<file path="config.mk">
export PLATFORM = sky130hd
export DESIGN_NAME = rc_osc_freq_monitor
export DESIGN_NICKNAME = d
export VERILOG_FILES = /design/src/rtl/rc_osc_freq_monitor.sv
export SDC_FILE = /design/constraint.sdc
export NUM_CORES = 1
export LEC_CHECK = 0
export ABC_AREA = 1
export CORE_MARGIN = 2
export CORE_UTILIZATION = 61
export DETAILED_ROUTE_END_ITERATION = 10
export GPL_TIMING_DRIVEN = 1
export PLACE_DENSITY = 0.87
export SLEW_MARGIN = 20
export SYNTH_ARGS = -nofsm -noshare
export SYNTH_HDL_FRONTEND = slang
export SYNTH_SLANG_ARGS = --single-unit
export TNS_END_PERCENT = 50
</file>
<file path="constraint.sdc">
create_clock -name clk -period 7.4 [get_ports clk]
set_clock_uncertainty 0.1 [all_clocks]
set_input_delay 1.48 -clock clk [delete_from_list [all_inputs] [get_ports clk]]
set_output_delay 1.48 -clock clk [all_outputs]
set_load 0.02 [all_outputs]
</file>
<file path="src/rtl/rc_osc_freq_monitor.sv">
// RC oscillator companion: enable sequencing with warm-up delay, osc_in
// synchronisation, and windowed edge counting with threshold checking.
module rc_osc_freq_monitor #(
  parameter int CNT_W       = 16,
  parameter int WIN_W       = 16,
  parameter int SYNC_STAGES = 2,
  parameter int STARTUP_CYC = 1024
) (
  input  logic             clk,
  input  logic             rst_n,
  input  logic             en,
  input  logic             start,
  input  logic             cont,
  input  logic [WIN_W-1:0] window_len,
  input  logic [CNT_W-1:0] thr_lo,
  input  logic [CNT_W-1:0] thr_hi,
  input  logic             fault_clr,
  input  logic             osc_in,
  output logic             osc_ena,
  output logic             ready,
  output logic             busy,
  output logic [CNT_W-1:0] count,
  output logic             count_valid,
  output logic             in_range,
  output logic             fault
);

  localparam int WARM_W = (STARTUP_CYC > 1) ? $clog2(STARTUP_CYC) : 1;
  localparam logic [WARM_W-1:0] WARM_LAST = WARM_W'(STARTUP_CYC - 1);

  typedef enum logic [1:0] {
    S_OFF   = 2'd0,
    S_WARM  = 2'd1,
    S_READY = 2'd2,
    S_MEAS  = 2'd3
  } state_t;

  state_t                 state_q, state_d;
  logic                   osc_ena_q, osc_ena_d;
  logic                   ready_q, ready_d;
  logic                   busy_q, busy_d;
  logic [CNT_W-1:0]       count_q, count_d;
  logic                   count_valid_q, count_valid_d;
  logic                   in_range_q, in_range_d;
  logic                   fault_q, fault_d;
  logic [WARM_W-1:0]      warm_cnt_q, warm_cnt_d;
  logic [WIN_W-1:0]       win_cnt_q, win_cnt_d;
  logic [WIN_W-1:0]       win_last_q, win_last_d;
  logic [CNT_W-1:0]       edge_cnt_q, edge_cnt_d;
  logic [SYNC_STAGES-1:0] sync_q, sync_d;
  logic                   prev_q, prev_d;

  logic                   rise;
  logic [CNT_W-1:0]       edge_next;
  logic                   range_ok;

  // Saturating increment: the edge counter sticks at all-ones instead of wrapping.
  function automatic logic [CNT_W-1:0] sat_inc(input logic [CNT_W-1:0] v,
                                               input logic inc);
    if (inc && (v != {CNT_W{1'b1}})) return v + CNT_W'(1);
    return v;
  endfunction

  // Inclusive window check; an inverted window (lo > hi) never matches.
  function automatic logic in_window(input logic [CNT_W-1:0] v,
                                     input logic [CNT_W-1:0] lo,
                                     input logic [CNT_W-1:0] hi);
    return (v >= lo) && (v <= hi);
  endfunction

  // Rising edge of the synchronised oscillator, and the count including it.
  always_comb begin
    rise      = sync_q[SYNC_STAGES-1] & ~prev_q;
    edge_next = sat_inc(edge_cnt_q, rise);
    range_ok  = in_window(edge_next, thr_lo, thr_hi);
  end

  // Next-state logic for the sequencer, measurement counters and result flags.
  always_comb begin
    sync_d        = {sync_q[SYNC_STAGES-2:0], osc_in};
    prev_d        = sync_q[SYNC_STAGES-1];
    state_d       = state_q;
    osc_ena_d     = osc_ena_q;
    ready_d       = ready_q;
    busy_d        = busy_q;
    count_d       = count_q;
    count_valid_d = 1'b0;
    in_range_d    = in_range_q;
    fault_d       = fault_q & ~fault_clr;
    warm_cnt_d    = warm_cnt_q;
    win_cnt_d     = win_cnt_q;
    win_last_d    = win_last_q;
    edge_cnt_d    = edge_cnt_q;

    if (!en) begin
      // Disabling drops everything back to OFF; results are left untouched.
      state_d   = S_OFF;
      osc_ena_d = 1'b0;
      ready_d   = 1'b0;
      busy_d    = 1'b0;
    end else begin
      case (state_q)
        S_OFF: begin
          state_d    = S_WARM;
          osc_ena_d  = 1'b1;
          warm_cnt_d = '0;
        end
        S_WARM: begin
          if (warm_cnt_q == WARM_LAST) begin
            state_d = S_READY;
            ready_d = 1'b1;
          end else begin
            warm_cnt_d = warm_cnt_q + WARM_W'(1);
          end
        end
        S_READY: begin
          if (start || cont) begin
            state_d    = S_MEAS;
            ready_d    = 1'b0;
            busy_d     = 1'b1;
            win_cnt_d  = '0;
            edge_cnt_d = '0;
            win_last_d = (window_len == '0) ? '0 : window_len - WIN_W'(1);
          end
        end
        S_MEAS: begin
          if (win_cnt_q == win_last_q) begin
            // Last window cycle: publish the count including this cycle's edge.
            state_d       = S_READY;
            ready_d       = 1'b1;
            busy_d        = 1'b0;
            count_d       = edge_next;
            count_valid_d = 1'b1;
            in_range_d    = range_ok;
            if (!range_ok) fault_d = 1'b1;
          end else begin
            win_cnt_d  = win_cnt_q + WIN_W'(1);
            edge_cnt_d = edge_next;
          end
        end
        default: begin
          state_d   = S_OFF;
          osc_ena_d = 1'b0;
          ready_d   = 1'b0;
          busy_d    = 1'b0;
        end
      endcase
    end
  end

  // State, counters, synchroniser and registered outputs.
  always_ff @(posedge clk or negedge rst_n) begin
    if (!rst_n) begin
      state_q       <= S_OFF;
      osc_ena_q     <= 1'b0;
      ready_q       <= 1'b0;
      busy_q        <= 1'b0;
      count_q       <= '0;
      count_valid_q <= 1'b0;
      in_range_q    <= 1'b0;
      fault_q       <= 1'b0;
      warm_cnt_q    <= '0;
      win_cnt_q     <= '0;
      win_last_q    <= '0;
      edge_cnt_q    <= '0;
      sync_q        <= '0;
      prev_q        <= 1'b0;
    end else begin
      state_q       <= state_d;
      osc_ena_q     <= osc_ena_d;
      ready_q       <= ready_d;
      busy_q        <= busy_d;
      count_q       <= count_d;
      count_valid_q <= count_valid_d;
      in_range_q    <= in_range_d;
      fault_q       <= fault_d;
      warm_cnt_q    <= warm_cnt_d;
      win_cnt_q     <= win_cnt_d;
      win_last_q    <= win_last_d;
      edge_cnt_q    <= edge_cnt_d;
      sync_q        <= sync_d;
      prev_q        <= prev_d;
    end
  end

  assign osc_ena     = osc_ena_q;
  assign ready       = ready_q;
  assign busy        = busy_q;
  assign count       = count_q;
  assign count_valid = count_valid_q;
  assign in_range    = in_range_q;
  assign fault       = fault_q;

endmodule

</file>
Word-level counts from Yosys, hierarchy flattened
Cells that the tools add are included.
{"block": "totals", "register_bits": 85, "latch_bits": 0, "mem_bits_rw": 0, "rom_bits": 0, "inputBits": 55, "out_inout_bits": 22, "elab_cells": 87, "n_memories": 0}
{"block": "op_classes", "addsub": 4, "n_mul": 0, "n_div": 0, "n_lt_le_gt_ge": 2, "eq_ne": 15, "shift": 0, "n_mux": 34, "bitwise_logic": 4, "reduce_logical": 14}
{"op": "16-bit two-way mux", "count": 6}
{"op": "16-bit one-hot mux with 2 select lines", "count": 2}
{"op": "16-bit by 1-bit adder with 16-bit output (second input constant)", "count": 2}
{"op": "10-bit one-hot mux with 2 select lines", "count": 1}
{"op": "1-bit two-way mux", "count": 17}
{"op": "16-bit == test", "count": 1}
{"op": "16-bit greater-or-equal comparator", "count": 1}
{"op": "16-bit <= comparator", "count": 1}
{"op": "16-bit logical NOT", "count": 1}
{"op": "16-bit inequality test (second input constant)", "count": 1}
{"op": "16-bit by 1-bit subtractor with 16-bit output (second input constant)", "count": 1}
{"op": "3-bit AND reduction", "count": 5}
{"op": "10-bit by 1-bit adder with 10-bit output (second input constant)", "count": 1}
{"op": "10-bit == test (second input constant)", "count": 1}
{"op": "10-bit two-way mux", "count": 1}
{"op": "3-bit inequality test (second input constant)", "count": 3}
{"op": "2-bit two-way mux", "count": 4}
{"op": "2-bit one-hot mux with 4 select lines", "count": 1}
{"op": "4-bit AND reduction", "count": 2}
{"op": "2-bit inequality test (second input constant)", "count": 3}
{"op": "2-bit == test (second input constant)", "count": 2}
{"op": "4-bit by 1-bit inequality test with 1-bit output (second input constant)", "count": 1}
{"op": "2-bit nonzero test", "count": 2}
{"op": "3-bit by 1-bit inequality test with 1-bit output (second input constant)", "count": 1}
{"op": "9 further kinds", "count": 12}

Logic depth before layout (Yosys ltp)
{"block": "depth", "ltp_word": 11, "depth_mapped": 23}

Worst setup path after synthesis
No wires, ideal clock.
{"block": "synth_timing", "path_kind": "input to register", "from": "in window_len[0]", "to": "reg win_last_q[10]", "arrival_time_ns": 2.720, "slack_ns": 4.447, "stages": 8, "n_path_buf": 1, "cell_sequence": "inv_1 ha_1 nand4_1 nor2_1 nand2_1 o21ai_1 buf_2 o22ai_1"}
{"block": "synth_between", "elab_chain_cells": 2}
{"item": "start: declaration", "line": "14", "text": "input logic [WIN_W-1:0] window_len,"}
{"item": "16-bit by 1-bit subtractor with 16-bit output / 16-bit logical NOT (equally long branches)", "line": "123", "text": "win_last_d = (window_len == '0) ? '0 : window_len - WIN_W'(1);"}
{"item": "16-bit two-way mux *", "line": "123"}
{"item": "end signal: assignment", "line": "179", "text": "win_last_q <= win_last_d;"}
{"item": "end: declaration", "line": "48", "text": "logic [WIN_W-1:0] win_last_q, win_last_d;"}
Mark *: on every way between the ends. The rest lies on a longest branch, timed or not.
A chain may end at the register's enable or synchronous reset.

Worst setup path in the final report
{"block": "layout_timing", "from": "in window_len[0]", "to": "reg win_last_q[11]"}
Same word-level chain as after synthesis.

==> out/metrics.csv <==
stage;metric;value;unit
routing;dr_total_vias;5399;
timing;finalSetupViolations;0;
clock_network;clk_pin_slew;0.09;ns
worst_hold_path;hp-class;reg2reg;
setup_path;end_kind;flop;
yosys;seq_area_frac_synth;0.364;
routing;final_antenna_net_count;0;
clock_network;cts_resized;0;
timing;hold_ws;0.258;ns
clock_network;clock-root-buffer;clkbuf_8;
yosys;synth_cell_types;37;
yosys;synth_warnings;0;
yosys;ys_seq_elements;85;
setup_path;crit_type;in2reg;
placement;routabilityCongestion;0.872;
setup_path;reg2reg_to;fault;
clock_network;numClockSinks;85;
setup_path;cp.buffers_inverters;3;
global_route;grt_overflow_total;0;
timing;min_period_over_period;0.496;
timing;tightestPinTransition;0.854;ns
finish;final_cells;1024;
timing;setup_ws;3.73;ns
floorplanning;die-area;10400;um^2
timing;relSlewSlack;0.427;
setup_path;cpMaxStageDelayCell;o21ai_1;
setup_path;crit_arrival;3.78;ns
setup_path;reg2regPathDepth;16;
global_route;grt_pass1_wl;22.1;mm
power_and_ir_drop;p_leak;3.39;nW
finish;final_net_count;981;
floorplanning;std_cell_rows;35;
yosys;syn_inst;818;
setup_path;r2r_start;edge_cnt_q[0];
power_and_ir_drop;power;0.00168;W
setup_path;r2r_slack;4.21;ns
setup_path;path_delay_family;compound AO/OA/AOI/OAI gates;
finish;area_growth;17.6;%
worst_hold_path;min_from;sync_q[0];
outcome;status;finished, final reports clean;
routing;routed_wl;13.3;mm
clock_network;cts_setup_buffers;0;
global_route;antenna_found_initial;0;
finish;final_common_cell;nand2_1;
placement;place_inst;1008;
floorplanning;die_y;102;um
timing;clock.fmax;0.272;GHz
yosys;async_flop_share;1.00;
timing;hold_viol;0;
clock_network;htree_num_levels;3;
clock_network;cts_inserted_buffers;9;
clock_network;clk_path_buf_depth;2;
placement;place_ws;3.38;ns
routing;post-route-drc-count;0;
timing;period_needed;3.67;ns
worst_hold_path;min_path_cells;0;
clock_network;cts_tree;yes;
placement;dp_hpwl;10.0;mm
yosys;postSynthAreaPerCell;7.15;um^2
floorplanning;start_util;0.630;
routing;dr.pass1.iters;4;
timing;rsz0062_at_grt;no;
setup_path;start_kind;input port;
floorplanning;core_area;9280;um^2
setup_path;path_cells;clkdlybuf4s50_1 > inv_1 > ha_1 > nand4_1 > nor2_1 > nand2_1 > o21ai_1 > inv_1 > nand3_1 > o21ai_0;
worst_hold_path;hold_end;sync_q[1];
routing;viasPerCell;5.27;
finish;layout_common_cells;nand2_1 (258), inv_1 (108), nor2_1 (87);
finish;drive_above_1_share;0.0715;
yosys;synth_edf_count;0;
placement;io_buffers;76;
setup_path;crit_required;7.51;ns
clock_network;insertion_delay;0.36;ns
yosys;syn_nets;909;
clock_network;cts_hold_buf;0;
finish;n_antenna_cell;0;
yosys;ys.flop_type;dfrtp_1;
global_route;groute.usage.overall;0.265;
routing;drt_iter0_drc;270;
run;max-cap-violations;0;
setup_path;cpPeakStageDelay;0.68;ns
yosys;synth_area;5850;um^2
global_route;grt_pass1_vias;5213;
power_and_ir_drop;ir_worst_vdd;0.161;mV
routing;wl_per_cell;13.0;um
power_and_ir_drop;power_density;245;nW/um^2
global_route;grt_max_degree;86;
timing;drv_slew;0;
timing;fin_setup_tns;0;ns
setup_path;cp_max_fo;14;
setup_path;crit_top_cell;inv_1;
floorplanning;die_w;102;um
floorplanning;num_io_pins;77;
## metal layers
| layer | vias to the layer above | global-route usage | share of wire |
|---|---|---|---|
| met5 | - | 0 | 0 |
| met2 | 154 | 0.474 | 0.49 |
| met4 | 0 | 0.131 | 0.036 |
| met1 | 2477 | 0.321 | 0.44 |
| li1 | 2730 | - | - |
| met3 | 38 | 0.0260 | 0.041 |
## registers in the layout, summed over array words and instances, names as in the netlist
register / flops
ready: 1
state_q: 2
osc_ena: 1
win_last_q: 16
in_range: 1
count: 16
win_cnt_q: 16
busy: 1
edge_cnt_q: 16
fault: 1
sync_q: 2
warm_cnt_q: 10
count_valid: 1
prev_q: 1
## cell type report
cell class / instances / area [um^2]
inverters: 118 / 445
well taps: 129 / 161
clock inverters: 4 / 53.8
multi-input cells: 600 / 3160
clock buffers: 12 / 165
fillers: 716 / 2410
repair buffers: 76 / 762
flip-flops and latches: 85 / 2130
## per-stage QoR
stage	utilization	cell area, um^2
6_report	0.741	6880
3_3_place_gp	0.717	6650
3_5_place_dp	0.717	6650
4_1_cts	0.740	6870
2_1_floorplan	-	5850
5_1_grt	0.741	6880
## how the worst max path moves through the flow
stage,start,endpoint,slack [ns],cells past startpoint
after floorplan,window_len[0],win_last_q[10],4.45,8
after global placement,window_len[0],win_last_q[14],3.48,10
after detailed placement,window_len[0],win_last_q[11],3.38,10
after CTS,window_len[0],win_last_q[11],3.75,10
after global routing,window_len[0],win_last_q[11],3.44,10
final,window_len[0],win_last_q[11],3.73,10
## cells by family (layout without fill, tap and decap cells)
kind of cell / after synthesis / count (layout) / synth area share
compound gates: 101 / 101 / 0.106
flops: 85 / 85 / 0.364
xor+xnor: 34 / 34 / 0.0509
simple gates: 429 / 429 / 0.307
fa+ha+maj: 36 / 36 / 0.0771
buf+inv: 133 / 210 / 0.0952
## report_power, final
part / total, W / internal, W / switching, W
sequential: 0.000675 / 0.000568 / 0.000107
clock: 0.000352 / 0.000185 / 0.000168
combinational: 0.000656 / 0.000254 / 0.000402
total: 0.00168 / 0.00101 / 0.000676
## cell usage after synthesis, types with 12 or more instances
library cell	n	area share
a21oi_1	22	0.019
nand2_1	258	0.17
inv_1	108	0.069
o21ai_1	15	0.013
nor2_1	87	0.056
nand3_1	41	0.035
o21ai_0	30	0.026
dfrtp_1	85	0.36
xor2_1	27	0.040
ha_1	36	0.077
o21ai_2	13	0.019
o22ai_1	12	0.013
(Power assumes the default switching activity.)
